===== src/rtl/ifq_pkg.sv =====
// Shared constants and the queue entry type for the instruction fetch queue.
// The top level's IFQ_BYPASS_EN option does not affect this package.
package ifq_pkg;

    localparam int IFQ_DATA_WIDTH = 32;
    localparam logic [IFQ_DATA_WIDTH-1:0] IFQ_RESET_PC = 32'h0000_0000;
    localparam int PC_INCR = 4;

    typedef struct packed {
        logic [IFQ_DATA_WIDTH-1:0] instr;
        logic [IFQ_DATA_WIDTH-1:0] pc;
    } ifq_entry_t;

endpackage


===== src/rtl/ifq_storage.sv =====
// Circular buffer of {instr, pc} entries with wrap-around pointers and occupancy.
// The head entry reads as zero while the buffer is empty.
module ifq_storage
    import ifq_pkg::*;
#(
    parameter int DEPTH = 4
) (
    input  logic                  clk,
    input  logic                  reset,
    input  logic                  i_flush,
    input  logic                  i_wr_en,
    input  ifq_entry_t            i_wr_data,
    input  logic                  i_rd_en,
    output ifq_entry_t            o_head,
    output logic [$clog2(DEPTH):0] o_count,
    output logic                  o_full,
    output logic                  o_empty
);

    localparam int PTR_W = $clog2(DEPTH);

    ifq_entry_t       r_mem [DEPTH];
    logic [PTR_W-1:0] r_wr_ptr;
    logic [PTR_W-1:0] r_rd_ptr;
    logic [PTR_W:0]   r_count;

    always_ff @(posedge clk) begin
        if (i_wr_en) begin
            r_mem[r_wr_ptr] <= i_wr_data;
        end
    end

    // DEPTH is a power of two, so the pointers wrap by natural overflow
    always_ff @(posedge clk) begin
        if (reset || i_flush) begin
            r_wr_ptr <= '0;
            r_rd_ptr <= '0;
            r_count  <= '0;
        end else begin
            if (i_wr_en) begin
                r_wr_ptr <= r_wr_ptr + 1'b1;
            end
            if (i_rd_en) begin
                r_rd_ptr <= r_rd_ptr + 1'b1;
            end
            unique case ({i_wr_en, i_rd_en})
                2'b10:   r_count <= r_count + 1'b1;
                2'b01:   r_count <= r_count - 1'b1;
                default: r_count <= r_count;
            endcase
        end
    end

    assign o_count = r_count;
    assign o_empty = (r_count == '0);
    assign o_full  = (r_count == (PTR_W + 1)'(DEPTH));
    assign o_head  = o_empty ? '0 : r_mem[r_rd_ptr];

endmodule


===== src/rtl/instruction_fetch_queue.sv =====
// Fetch stage: owns the PC, issues fixed-latency icache requests, queues replies.
// Define IFQ_BYPASS_EN to forward a reply straight to dispatch when the queue is empty.
module instruction_fetch_queue
    import ifq_pkg::*;
#(
    parameter int                    DATA_WIDTH = IFQ_DATA_WIDTH,
    parameter int                    DEPTH      = 4,
    parameter logic [DATA_WIDTH-1:0] RESET_PC   = IFQ_RESET_PC
) (
    input  logic                  clk,
    input  logic                  reset,
    output logic                  icache_rd_en,
    output logic [DATA_WIDTH-1:0] icache_addr,
    input  logic [DATA_WIDTH-1:0] icache_data,
    input  logic                  icache_valid,
    input  logic                  Read_enable,
    input  logic                  jump_branch_valid,
    input  logic [DATA_WIDTH-1:0] jump_branch_address,
    output logic [DATA_WIDTH-1:0] Instruction,
    output logic [DATA_WIDTH-1:0] PC_out,
    output logic                  empty,
    output logic                  full
);

    localparam int CW = $clog2(DEPTH) + 1;

    logic [DATA_WIDTH-1:0] r_pc;
    logic [DATA_WIDTH-1:0] r_req_pc;
    logic                  r_inflight;

    logic [CW-1:0] w_count;
    logic [CW:0]   w_occupancy;
    logic          w_req;
    logic          w_resp;
    logic          w_bypass;
    logic          w_wr_en;
    logic          w_rd_en;
    logic          w_st_empty;
    ifq_entry_t    w_wr_data;
    ifq_entry_t    w_head;

    // Reserve a slot for the in-flight reply so a write never meets a full queue
    assign w_occupancy = {1'b0, w_count} + {{CW{1'b0}}, r_inflight};
    assign w_req = !reset && !jump_branch_valid
                && (w_occupancy < (CW + 1)'(DEPTH));

    assign icache_rd_en = w_req;
    assign icache_addr  = r_pc;

    always_ff @(posedge clk) begin
        if (reset) begin
            r_pc       <= RESET_PC;
            r_req_pc   <= RESET_PC;
            r_inflight <= 1'b0;
        end else if (jump_branch_valid) begin
            r_pc       <= jump_branch_address & ~DATA_WIDTH'(3);
            r_inflight <= 1'b0;
        end else begin
            r_inflight <= w_req;
            if (w_req) begin
                r_req_pc <= r_pc;
                r_pc     <= r_pc + DATA_WIDTH'(PC_INCR);
            end
        end
    end

    assign w_resp = icache_valid && r_inflight
                 && !jump_branch_valid && !reset;

`ifdef IFQ_BYPASS_EN
    assign w_bypass = w_resp && w_st_empty;
`else
    assign w_bypass = 1'b0;
`endif

    // A bypassed reply popped in the same cycle never occupies a slot
    assign w_wr_en = w_resp && !(w_bypass && Read_enable);
    assign w_rd_en = Read_enable && !w_st_empty && !jump_branch_valid;

    assign w_wr_data = '{instr: icache_data, pc: r_req_pc};

    ifq_storage #(
        .DEPTH(DEPTH)
    ) u_storage (
        .clk      (clk),
        .reset    (reset),
        .i_flush  (jump_branch_valid),
        .i_wr_en  (w_wr_en),
        .i_wr_data(w_wr_data),
        .i_rd_en  (w_rd_en),
        .o_head   (w_head),
        .o_count  (w_count),
        .o_full   (full),
        .o_empty  (w_st_empty)
    );

    assign empty       = w_st_empty && !w_bypass;
    assign Instruction = w_bypass ? icache_data : w_head.instr;
    assign PC_out      = w_bypass ? r_req_pc : w_head.pc;

endmodule


===== config.mk =====
export PLATFORM = sky130hd
export DESIGN_NAME = instruction_fetch_queue
export DESIGN_NICKNAME = d
export VERILOG_FILES = /design/src/rtl/ifq_pkg.sv /design/src/rtl/ifq_storage.sv /design/src/rtl/instruction_fetch_queue.sv
export SDC_FILE = /design/constraint.sdc
export NUM_CORES = 1
export LEC_CHECK = 0
export BUFFER_PORTS_ARGS = -buffer_cell sky130_fd_sc_hd__clkbuf_2
export CAP_MARGIN = 20
export CORE_UTILIZATION = 50
export DETAILED_ROUTE_END_ITERATION = 7
export PLACE_DENSITY = 0.71
export SLEW_MARGIN = 10
export SYNTH_ARGS = -nofsm -noshare
export SYNTH_HDL_FRONTEND = slang
export SYNTH_HIERARCHICAL = 1
export SYNTH_SLANG_ARGS = --single-unit
export TNS_END_PERCENT = 20

===== constraint.sdc =====
create_clock -name clk -period 3.7 [get_ports clk]
set_clock_uncertainty 0.15 [all_clocks]
set_input_delay 0.37 -clock clk [delete_from_list [all_inputs] [get_ports clk]]
set_output_delay 0.37 -clock clk [all_outputs]
set_load 0.05 [all_outputs]

==> summary.txt, run 1 <==
Logic synthesis
  • Post-Synthesis Cell Area: 0.0129 mm^2
  • Synth Instances: 798
  • Most frequent cell after synthesis: edfxtp_1
  • Number of synthesized register bits: 326
  • XOR/XNOR share of the synthesized area: 0.0217
  • Synthesized area per cell: 16.2 um^2
  • Ys async rst share: 0
  • Synth top cells by count: 256 x edfxtp_1, 83 x nand2_1, 70 x dfxtp_1
  • Largest family of logic cells by synthesized area: multiplexers
  • Post-synth top area share: 0.596
  • Adder-cell share of the synthesized area: 0.00737
  • Post-synthesis sequential area ratio: 0.704
  • Synth Flop Type: edfxtp_1
  • Largest cells by area after synthesis: edfxtp_1 60%, mux4_2 11%, dfxtp_1 11%
  • Synth Area in Simple Gates: 0.0969
  • EDFF count, synth: between 200 and 300
  • Netlist cell types: 48
  • Yosys warns: 6
  • Mux contribution to synthesized area: 0.113
  • Compound-Gate Fraction of Synth Area: 0.0341
  • Largest area contributor in the netlist: edfxtp_1

Min path
  • Hold depth: 3
  • Worst Hold Class: primary input to register

STA
  • Slew @ Worst Pin: 0.823 ns
  • Slew HR: 0.451
  • F_max: ~320 MHz
  • Final Hold Violating Endpoints: 0
  • Final min period: 3.09 ns
  • Max-slew violations: 0
  • WHS: 0.0253 ns
  • Unrepaired setup endpoints after global routing: no
  • TNS Setup: 0 ns
  • Final period utilization: 0.835
  • Setup Viol. Count Final: 0

Place
  • DPL Wire Length: 15,700 um
  • Placed cell areas: 0.0142 mm^2
  • Final GP Congestion: approximately 0.79
  • I/O Buffers: 163

Status
  • Outcome: finished, final reports clean

Finish
  • Area growth from synthesis to layout: 22.8%
  • Layout cells sized above 1: 0.298
  • Design Area, Final: 0.0158 mm^2
  • Layout fillers: 1,892
  • Layout Nets: 1,109
  • N_diodes: 0
  • Final Util: 0.627

Detailed routing
  • Iter 0 DRT Violations: 520
  • Drt pass-1 iters: 5
  • Total wire length: 26,400 um
  • Routed via count: roughly 7,500
  • Drt wl/cell: 19.0 um
  • Vias per inst: around 5.4
  • Remaining routing DRC violations: 0
  • Routed Antenna Nets: 0

Setup path
  • CP startpoint kind: register
  • Kind of critical path: register to output port
  • Critical Path End Type: output port
  • Worst Path Required: 3.18 ns
  • CP max FO: 29
  • Crit path DAT: 2.57 ns
  • R2R depth: 6

Clock network
  • Post-CTS Repair Setup Buffers: 0
  • CTS buffer count: 34
  • Clock transition at path regs: 0.06 ns
  • CTS max path bufs: 3
  • Root buf cell: clkbuf_16
  • TritonCTS clock tree: built
  • Clk_lat worst skew: 0.50 ns
  • Hold Buf Count CTS: 55
  • Post_cts resized: 0
  • Max H-tree Level: 2
  • Clk sinks: around 330

Die
  • Initial Utilization: 0.511
  • Core footprint: 0.0253 mm^2
  • Die area: 0.0265 mm^2
  • Top Ports: 168
  • Die W: 163 um
  • Die height: 163 um
  • Row count: 58

GRT
  • Largest net degree at the start of global routing: 66
  • Total grt overflow: 0
  • Initial antenna violation count: 0
  • Vias in the first global route: about 7,700
  • GRT Resource Usage Total: 0.206
  • First-pass GRT wire length: 41,300 um

Power and ir drop
  • Worst VDD drop: between 0.2 and 0.3 mV
  • Leakage: 5.44 nW
  • Pwr dens: 491 mW/mm^2
  • Pwr Total: 0.00778 W

Run
  • Max-cap violation count: 0
==> power by group <==
part           leakage (nW)  total [W]  internal [W]  switching [W]
registers              2.85    0.00403       0.00397      0.0000598
clock network         0.562    0.00341       0.00209        0.00132
logic                  2.03   0.000341      0.000125       0.000215
total                  5.44    0.00778       0.00619        0.00159
==> path summary, 6_finish.rpt <==
check,to,slack (ns),from
max,Instruction[25],0.61,register
min,icache_addr[17]$_SDFFE_PP0P_,0.03,jump_branch_address[17]
max reg2reg,r_req_pc[23]$_SDFFE_PP0P_,1.13,u_storage/o_count[0]$_SDFFE_PP0P_
min reg2reg,r_req_pc[8]$_SDFFE_PP0P_,0.35,r_req_pc[8]$_SDFFE_PP0P_
==> worst max-delay path, cell delays in order (launching register included) <==
cell      delay [ns]
dfxtp_4         0.75
buf_4           0.34
mux4_2          0.54
nor2b_1         0.15
clkbuf_2        0.27
==> metal layers <==
| metal | share of wire | global-route usage |
|---|---|---|
| met2 | 0.49 | 0.342 |
| met3 | 0.063 | 0.0435 |
| met5 | 0 | 0 |
| met1 | 0.43 | 0.274 |
| met4 | 0.017 | 0.0624 |
==> metrics by stage <==
stage                     setup WS, ns  std cells
after floorplan                  0.689        807
after global placement            1.08       1272
after detailed placement          1.06       1272
after CTS                        0.517       1388
after global routing             0.435       1388
final                            0.610       1388
==> cells by family after synthesis <==
kind of cell,after synthesis
other,1
buffers and inverters,57
AND/OR/NAND/NOR,236
adder cells (fa/ha/maj),7
multiplexers,66
AO/OA/AOI/OAI,73
XOR/XNOR,32
flip-flops,326
==> placed cells by master (no fill, tap or decap), drive strengths merged, types with 2 or more instances in the layout <==
cell,instances
o21ai,2
and2b,4
o22ai,4
ha,6
dfxtp,70
conb,10
nand3,10
nand4,15
a31oi,4
nor2b,61
clkinv,10
nor4,7
buf,17
xor2,21
inv,12
a211oi,16
and2,7
xnor2,11
nor2,32
and4,3
a21oi,43
clkbuf,210
dlygate4sd3,55
mux4,64
nor3,5
edfxtp,256
mux2i,2
and3,6
bufinv,3
nand2,83
==> registers in the layout (all words and copies together) (netlist names), named ones only <==
signal              flops
r_inflight              1
u_storage/r_mem       256
u_storage/r_rd_ptr      2
icache_addr            30
r_req_pc               30
u_storage/r_wr_ptr      2
u_storage/o_count       3
==> area by class of cell <==
cell class | instances | area [um^2] | area share
inverter | 12 | 45.0 | 0.00284
sequential | 326 | 9100 | 0.574
clock inverter | 14 | 145 | 0.00916
multi-input combinational | 424 | 3580 | 0.226
tap | 330 | 413 | 0.0261
timing repair buffer | 235 | 1570 | 0.0990
clock buffer | 47 | 995 | 0.0628
Note: power is estimated with default switching activity, not from simulation.
==> inputs of run 2 (changes only) <==
Clock period 3.7 ns to 3.2 ns, I/O delays scaled along.
==> summary.txt, run 2 (same netlist as run 1, synthesis figures left out) <==
Setup path
  • R2R depth: 8 (+2)
  • CP max FO: 20 (-31%)
  • Critical Path End Type: output port
  • Worst Path Required: 2.73 ns (-0.45 ns)
  • CP startpoint kind: register
  • RR Endpoint: u_storage/o_count[2]$_SDFFE_PP0P_
  • Kind of critical path: register to output port
  • Reg2reg start: u_storage/o_count[1]$_SDFFE_PP0P_
  • Crit path DAT: 2.45 ns (-0.12 ns)
  • Reg2reg setup slack: 0.74 ns (-0.39 ns)

STA
  • Slew @ Worst Pin: 0.800 ns (-0.0229 ns)
  • Slew HR: 0.466 (+0.0153)
  • Max-slew violations: 0 (unchanged)
  • Unrepaired setup endpoints after global routing: no
  • Final Hold Violating Endpoints: 0 (unchanged)
  • Setup Viol. Count Final: 0 (unchanged)
  • F_max: roughly 340 MHz
  • Final min period: slightly below 3 ns
  • TNS Setup: 0 ns (unchanged)
  • Final period utilization: 0.914

Clock network
  • CTS buffer count: 34 (unchanged)
  • TritonCTS clock tree: built
  • Post-CTS Repair Setup Buffers: 0 (unchanged)
  • Clock transition at path regs: 0.06 ns (about the same)
  • Max H-tree Level: 2 (unchanged)
  • CTS max path bufs: 3 (unchanged)
  • Clk_lat worst skew: 0.49 ns (about the same)
  • Root buf cell: clkbuf_16
  • Clk sinks: 326 (unchanged)

Power and ir drop
  • Worst VDD drop: 0.391 mV (+33%)
  • Pwr dens: 554 mW/mm^2 (+13%)
  • Pwr Total: 0.00880 W (+13%)
  • Leakage: 5.45 nW (about the same)

Finish
  • Reg with most FFs: u_storage/r_mem
  • Commonest non-fill, non-tap cell in the layout: edfxtp_1
  • Layout Nets: 1,115 (+0.54%)
  • Max reg flops: 256 (unchanged)
  • Most frequent cells in the layout: 256 x edfxtp_1, 163 x clkbuf_2, 83 x nand2_1
  • Area growth from synthesis to layout: 23.1%
  • N_diodes: 0 (unchanged)
  • Layout cells sized above 1: 0.300 (+0.00208)

Place
  • I/O Buffers: 163 (unchanged)
  • Final GP Congestion: 0.750 (-5.4%)
  • DPL Wire Length: 16,300 um (+3.6%)

Die
  • Row count: 58 (unchanged)
  • Die height: 163 um (unchanged)
  • Initial Utilization: 0.511 (unchanged)
  • Core footprint: 0.0253 mm^2 (unchanged)
  • Die W: 163 um (unchanged)
  • Die area: 0.0265 mm^2 (unchanged)
  • Top Ports: 168 (unchanged)

Min path
  • Hold path endpoint: icache_addr[28]$_SDFFE_PP0P_
  • Worst Hold Class: primary input to register
  • Hold depth: 4 (+1)
  • Hold path startpoint: jump_branch_address[28]

Detailed routing
  • Routed via count: 7,532 (+0.82%)
  • Iter 0 DRT Violations: 410 (-21%)
  • Drt pass-1 iters: 4 (-1)
  • Total wire length: 26,400 um (about the same)
  • Routed Antenna Nets: 0 (unchanged)
  • Vias per inst: 5.40 (+0.38%)
  • Drt wl/cell: 18.9 um (-0.37%)
  • Remaining routing DRC violations: 0 (unchanged)

GRT
  • Total grt overflow: 0 (unchanged)
  • Vias in the first global route: 7,693 (+0.065%)
  • First-pass GRT wire length: 41,700 um (+0.89%)
  • Initial antenna violation count: 0 (unchanged)
  • Largest net degree at the start of global routing: 66 (unchanged)
  • GRT Resource Usage Total: 0.206 (-0.000516)

Run
  • Max-cap violation count: 0 (unchanged)

Status
  • Outcome: finished, final reports clean
run 2: routing by layer:
metal | track usage | up-vias | wire [um]
met3 | 0.0374 | 34 | 1560
met2 | 0.343 | 235 | 13000
met4 | 0.0506 | 0 | 452
met5 | 0 | - | 0
li1 | - | 3501 | -
met1 | 0.281 | 3762 | 11400
run 2: per-stage QoR:
stage | hold WS [ns] | worst slack [ns] | instances | util | instance area, um^2
6_report | 0.0162 | 0.276 | 1394 | 0.629 | 15900
5_1_grt | 0.0287 | 0.109 | 1394 | 0.629 | 15900
4_1_cts | 0.00729 | 0.192 | 1394 | 0.629 | 15900
3_5_place_dp | 0.342 | 0.680 | 1275 | 0.563 | 14200
3_3_place_gp | 0.331 | 0.723 | 1275 | 0.563 | 14200
2_1_floorplan | 0.269 | 0.239 | 807 | - | 12900
run 2: what timing repair did:
item,4_1_cts,5_1_grt
hold buffers,58,0
setup endpoints to repair,0,0
resized for setup,0,0
endpoints found under the hold margin,154,0
run 2: where the power goes:
group	switching [W]	total (W)	internal (W)
Clock	0.00151	0.00374	0.00223
Sequential	0.0000684	0.00466	0.00459
Combinational	0.000251	0.000398	0.000148
Total	0.00183	0.00880	0.00697
run 2: how the worst max path moves through the flow:
stage,depth (start not counted),slack [ns],endpoint,startpoint
after floorplan,4,0.24,u_storage/r_mem[0][0]$_DFFE_PP_,reset
after global placement,10,0.72,u_storage/o_count[2]$_SDFFE_PP0P_,jump_branch_valid
after detailed placement,8,0.68,u_storage/o_count[2]$_SDFFE_PP0P_,jump_branch_valid
after CTS,4,0.19,Instruction[9],register
after global routing,4,0.11,Instruction[9],register
final,4,0.28,Instruction[9],register
run 2: final cells by class:
class	count	area [um^2]
Inverter	12	45.0
Fill cell	1821	9370
Multi-Input combinational cell	424	3580
Clock inverter	11	65.1
Sequential cell	326	9100
Timing Repair Buffer	241	1660
Tap cell	330	413
Clock buffer	50	1020
run 2: worst max-delay path, cell delays in order, from the launching register on:
cell,delay (ns)
dfxtp_4,0.65
buf_4,0.34
mux4_2,0.53
nor2b_1,0.15
clkbuf_2,0.27
